### config.mk
export PLATFORM = sky130hd
export DESIGN_NAME = sumador_acc
export DESIGN_NICKNAME = d
export VERILOG_FILES = /design/src/rtl/sumador_acc.sv
export SDC_FILE = /design/constraint.sdc
export NUM_CORES = 1
export LEC_CHECK = 0
export BUFFER_PORTS_ARGS = -buffer_cell sky130_fd_sc_hd__buf_2
export CELL_PAD_IN_SITES_DETAIL_PLACEMENT = 0
export CELL_PAD_IN_SITES_GLOBAL_PLACEMENT = 1
export CORE_MARGIN = 2
export CORE_UTILIZATION = 35
export CTS_CLUSTER_DIAMETER = 40
export DETAILED_ROUTE_END_ITERATION = 10
export GPL_TIMING_DRIVEN = 0
export PLACE_DENSITY_LB_ADDON = 0.1
export SLEW_MARGIN = 10
export SYNTH_ARGS = -nofsm -noshare
export SYNTH_HDL_FRONTEND = slang
export SYNTH_SLANG_ARGS = --single-unit
### constraint.sdc
create_clock -name clk -period 2.83 [get_ports clk]
set_clock_uncertainty 0.2 [all_clocks]
set_input_delay 0.1415 -clock clk [delete_from_list [all_inputs] [get_ports clk]]
set_output_delay 0.1415 -clock clk [all_outputs]
set_load 0.005 [all_outputs]
### src/rtl/sumador_acc.sv
// Accumulating adder (ADD/SUB/LOAD/CLEAR, wrap or saturate) with sticky overflow and target-match pulse.
// Latency 1 cycle, one op per enabled cycle; no backpressure, enable is a plain level qualifier.
module sumador_acc #(
  parameter int unsigned          WIDTH     = 8,
  parameter logic [WIDTH-1:0]     RESET_VAL = '0
) (
  input  logic             clk,
  input  logic             rst_n,
  input  logic             enable,
  input  logic [1:0]       op,
  input  logic [WIDTH-1:0] operand,
  input  logic             sat,
  input  logic [WIDTH-1:0] target,
  input  logic             clr_ovf,
  output logic [WIDTH-1:0] out,
  output logic             cout,
  output logic             ovf,
  output logic             zero,
  output logic             hit
);

  typedef enum logic [1:0] {
    OP_ADD   = 2'b00,
    OP_SUB   = 2'b01,
    OP_LOAD  = 2'b10,
    OP_CLEAR = 2'b11
  } op_e;

  logic [WIDTH-1:0] out_q, out_d;
  logic             cout_q, cout_d;
  logic             ovf_q, ovf_d;
  logic             hit_q, hit_d;

  logic [WIDTH:0]   sum_w;
  logic [WIDTH:0]   diff_w;

  // Bit WIDTH of each result is the carry (ADD) or borrow (SUB).
  assign sum_w  = {1'b0, out_q} + {1'b0, operand};
  assign diff_w = {1'b0, out_q} - {1'b0, operand};

  always_comb begin
    out_d  = out_q;
    cout_d = 1'b0;
    hit_d  = 1'b0;
    ovf_d  = ovf_q & ~clr_ovf;

    if (enable) begin
      unique case (op_e'(op))
        OP_ADD: begin
          cout_d = sum_w[WIDTH];
          out_d  = (sum_w[WIDTH] && sat) ? {WIDTH{1'b1}} : sum_w[WIDTH-1:0];
        end
        OP_SUB: begin
          cout_d = diff_w[WIDTH];
          out_d  = (diff_w[WIDTH] && sat) ? {WIDTH{1'b0}} : diff_w[WIDTH-1:0];
        end
        OP_LOAD:  out_d = operand;
        OP_CLEAR: out_d = '0;
        default:  out_d = out_q;
      endcase
      hit_d = (out_d == target);
    end

    // A new overflow event beats a simultaneous clear.
    if (cout_d) begin
      ovf_d = 1'b1;
    end
  end

  always_ff @(posedge clk or negedge rst_n) begin
    if (!rst_n) begin
      out_q  <= RESET_VAL;
      cout_q <= 1'b0;
      ovf_q  <= 1'b0;
      hit_q  <= 1'b0;
    end else begin
      out_q  <= out_d;
      cout_q <= cout_d;
      ovf_q  <= ovf_d;
      hit_q  <= hit_d;
    end
  end

  assign out  = out_q;
  assign cout = cout_q;
  assign ovf  = ovf_q;
  assign hit  = hit_q;
  assign zero = (out_q == '0);

endmodule
# Word level (Yosys, flattened, before mapping)
# Cells that the tools add are included.
# word_totals
word_cells	24
regBits	11
out_inout_bits	12
inputBits	23
# classes
eq_ne	4
reduce_logical	4
bitwise_logic	2
mux	8
add_sub_neg	2
# ops
op	count
$pmux 8 s4	1
$mux 8	3
$add 8x8->9	1
$sub 8x8->9	1
$eq 8x8->1	1
$logic_not 8->1	1
$eq 2x2->1 const B	2
$mux 1	3
$eq 2x1->1 const B	1
$logic_and 1x1->1	2
$logic_not 2->1	1
$pmux 1 s2	1
$and 1x1->1	1
$not 1->1	1

# Logic depth before layout (Yosys ltp)
# logic_depth
word_depth	7
depth_mapped	12

# Worst setup path after synthesis
# OpenSTA, ideal clock, no wires.
# synth_timing
kind	flip-flop to flip-flop
startpoint	register out_q[0] (netlist: out[0])
endpoint	register hit_q (netlist: hit)
path_stages_with_launch	13
setup_time_ns	0.096
slack_ns	-0.166
n_path_buf	0
arrival_time_ns	2.700
required_ns	2.534
cell_sequence	dfrtp_1 > inv_1 > ha_1 > inv_1 > fa_1 > a21oi_2 > o22ai_4 > a21oi_1 > a21oi_1 > a2111oi_2 > nand4_1 > or3_1 > nor4_2
# synth_via
elab_chain_len	7
elab_cells_between_ends	10
classes_between	add/sub (2); eq/ne (1); mux (5); reduce/logical (2)
# synth_lines
item	line	text
start, declared	29	logic [WIDTH-1:0] out_q, out_d;
start signal, assigned	77	out_q <= out_d;
$sub 8x8->9 or $add 8x8->9 (tied branches)	39, 38	
$logic_and 1x1->1 (on tied branches)	55, 51	
$mux 8 (on tied branches)	55, 51	
$pmux 8 s4 (*)	48	unique case (op_e'(op))
$mux 8 (*)	47	if (enable) begin
$eq 8x8->1 (*)	61	hit_d = (out_d == target);
$mux 1 (*)	47	
via hit_d	32	logic hit_q, hit_d;
end signal, assigned	80	hit_q <= hit_d;
end, declared	32	
# Mark *: on every way through the listed nets, which the timed path passes. The rest lies on a longest branch. The select of a mux whose other input is x is not followed.
# A chain may end at the register's enable or synchronous reset.

# Worst setup path in the final report
# Same ends and word-level chain as after synthesis.

==> key figures <==
Outcome
  – Status: finished with violations
  – Failing checks: setup timing

Timing
  – Max_slew headroom: 0.614
  – Final setup violation count: 1
  – Highest clock rate: 320 MHz
  – Worst hold slack: 0.00450 ns
  – Slew Viols, Final: 0
  – RSZ-0062 raised after global routing: true
  – Worst Tran Pin Value: ~0.58 ns
  – Final hold vios: 0
  – Final min period: 3.12 ns
  – Final WS setup: -0.291 ns
  – Period Utilization, post-route: 1.10

Global routing
  – Congestion Overflow GR: 0
  – Largest net degree at the start of global routing: 12
  – First-pass GRT wire length: 9030 µm
  – Vias in the first global route: 1796
  – Initial antenna violation count: 0
  – GRT Total Usage: 0.210

Clocking
  – H-Tree Level Count: 1
  – Maximum clock path buffer count: 2
  – Clock slew at reported path FFs: around 0.050 ns
  – Root buf cell: clkbuf_8
  – Worst-Skew Late Latency: 0.23 ns
  – TritonCTS clock tree: done
  – Clk sinks: 11
  – Number of buffers created by CTS: 3

Power and ir drop
  – Sw Share: 0.493
  – P per Cell Area: 669 nW/µm²
  – Gate power share: 0.726
  – NetSw: between 0.7 and 0.8 mW
  – Cell Int Power: 0.775 mW
  – Clock power share: 0.100
  – Reg power frac: 0.174
  – Max rail drop VDD: 0.386 mV
  – Leak Pwr: 1.04 nW

Route
  – Vias/cell: 5.60
  – Vias: 1894
  – Iter 0 DRT Violations: roughly 140
  – ANT nets after route: 0
  – DR WL/cell: about 17 µm
  – WL final: between 5000 and 6000 µm
  – DRT Pass-1 Iters: 4
  – DRC: 0

Floorplan
  – DIE HEIGHT: between 70 and 80 µm
  – Core outline area: 4820 µm²
  – Starting density of the core: 0.370
  – Placement Rows: 25
  – IO Count: 35
  – DIE AREA: 5690 µm²
  – Die width: 75.4 µm

Critical path
  – Setup crit end kind: flop
  – WP buf/inv: 0
  – Worst EP required: 2.77 ns
  – CP max stage delay: 0.43 ns
  – WS Path Type: reg2reg
  – Worst-path fanout max: 4
  – CP arrival: 3.06 ns
  – Startpoint Class: flop
  – Slowest cell on the critical path: dfrtp_2
  – Worst-path cell chain: ha_4, fa_2, nor2b_1, o211a_1, o21ai_1, a31oi_1, o221ai_2, xor2_1, nand2_1, nor4_2
  – Critical path's top delay family: compound AO/OA/AOI/OAI gates

Finish
  – N_diodes: 0
  – Most frequent cells in the layout: buf_2 (37), inv_1 (20), a21oi_1 (17), ha_1 (14), nand2_1 (12)
  – Commonest non-fill, non-tap cell in the layout: buf_2
  – FILL cells: 510
  – Area of the multi-input gates: 1490 µm²
  – Post-layout util: 0.474
  – Nets: ~310
  – Share of layout cells above drive strength 1: 0.299
  – Storage cell area: about 280 µm²
  – Area Overhead vs Synth: 27.9%

Synthesis
  – Count of cell types in the netlist: 65
  – Syn Inst Count: 225
  – Synthesized cell area: 1780 µm²
  – Asr flop ratio synth: 1.00
  – Main flop type after synthesis: dfrtp_1
  – Yosys warnings: 0
  – Syn Area/Cell: 7.93 µm²
  – Post-synth net total: 266
  – Post-synthesis register bit count: 11
  – Number of synthesized flops with an enable pin: 0
  – Seq/Total Area, Yosys: 0.154

Worst hold path
  – Hold crit path type: in2reg

Placed design
  – Final Wtd Congestion: about 0.8
  – # port buffers: 32
  – Hpwl dp: 4400 µm
  – DP Worst Slack: -0.362 ns

Run
  – Max Cap Viol: 0
-- through the flow --
stage / instances / power [mW] / cell area [µm²] / TNS, ns
floorplan: 225 / 0.981 / 1820 / -0.000581
global placement: 324 / 1.27 / 2060 / -0.623
finish: 338 / 1.53 / 2280 / -0.291
global route: 338 / 1.66 / 2280 / -0.401
detailed placement: 324 / 1.26 / 2060 / -0.615
CTS: 337 / 1.47 / 2210 / -0.341
-- cells in the mapped netlist (all sizes together), types with 4 or more instances --
| cell | number | area, µm² |
|---|---|---|
| a21oi | 22 | 118 |
| clkbuf | 5 | 18.8 |
| dfrtp | 11 | 275 |
| nand3 | 4 | 20.0 |
| nor2 | 10 | 37.5 |
| o21ai | 14 | 81.3 |
| buf | 6 | 36.3 |
| o21a | 5 | 37.5 |
| nor3 | 8 | 40.0 |
| o31ai | 6 | 50.1 |
| inv | 22 | 85.1 |
| nor2b | 5 | 31.3 |
| and3 | 4 | 26.3 |
| nand2b | 6 | 37.5 |
| a21o | 7 | 52.6 |
| nand2 | 12 | 45.0 |
| ha | 16 | 200 |
| a31oi | 4 | 25.0 |
-- path summary, 6_finish.rpt --
kind	cells after the start	slack, ns	from	endpoint
max	10	-0.29	out[0]	hit
min	3	0.004	target[3]	hit
max reg2reg	10	-0.29	out[0]	hit
min reg2reg	1	0.27	ovf	ovf
max in group asynchronous	2	2.11	rst_n	out[0]
min in group asynchronous	2	0.10	rst_n	cout
-- metal layers --
metal | track usage | routed length, µm
met1 | 0.300 | 2750
met2 | 0.351 | 2570
met3 | 0.00794 | 281
met4 | 0.0526 | 60
met5 | 0 | 0
-- logic make-up (layout without fill, tap and decap cells) --
| logic type | count (synthesis) | count (layout) | share of synthesized area |
|---|---|---|---|
| fa+ha+maj | 18 | 18 | 0.135 |
| simple gates | 62 | 62 | 0.194 |
| buf+inv | 33 | 79 | 0.0785 |
| xor+xnor | 6 | 6 | 0.0295 |
| compound gates | 91 | 91 | 0.385 |
| flops | 11 | 11 | 0.154 |
| mux | 4 | 4 | 0.0238 |
-- power by group through the flow --
stage | clock network (mW) | logic, mW | registers, mW
6_report | 0.153 | 1.11 | 0.265
5_1_grt | 0.165 | 1.22 | 0.276
4_1_cts | 0.157 | 1.05 | 0.264
3_5_place_dp | 0 | 0.990 | 0.266
3_3_place_gp | 0 | 1.00 | 0.265
2_1_floorplan | 0 | 0.730 | 0.251
-- area by class of cell --
cell class              instances  area share
flip-flops and latches         11       0.121
clock buffers                   4      0.0197
repair buffers                 42       0.107
plain buffers                  11      0.0241
well taps                      67      0.0367
inverters                      22      0.0373
multi-input cells             181       0.654
-- registers in the layout, summed over array words and instances, names as in the netlist --
| register | cells |
|---|---|
| ovf | 1 |
| cout | 1 |
| hit | 1 |
| out | 8 |
-- worst reg2reg max path: stages, from the launching register on --
cell and delay, ns:
dfrtp_2 0.43, ha_4 0.17, fa_2 0.40, nor2b_1 0.15
o211a_1 0.25, o21ai_1 0.39, a31oi_1 0.18, o221ai_2 0.31
xor2_1 0.21, nand2_1 0.08, nor4_2 0.26
-- repair_timing --
item	CTS	global route
resized for setup	10	10
buffers inserted	5	1
hold endpoints to repair	14	0
pin swaps	6	5
hold buffers	4	0
setup endpoints to repair	6	7
Note: power is estimated with default switching activity, not from simulation.
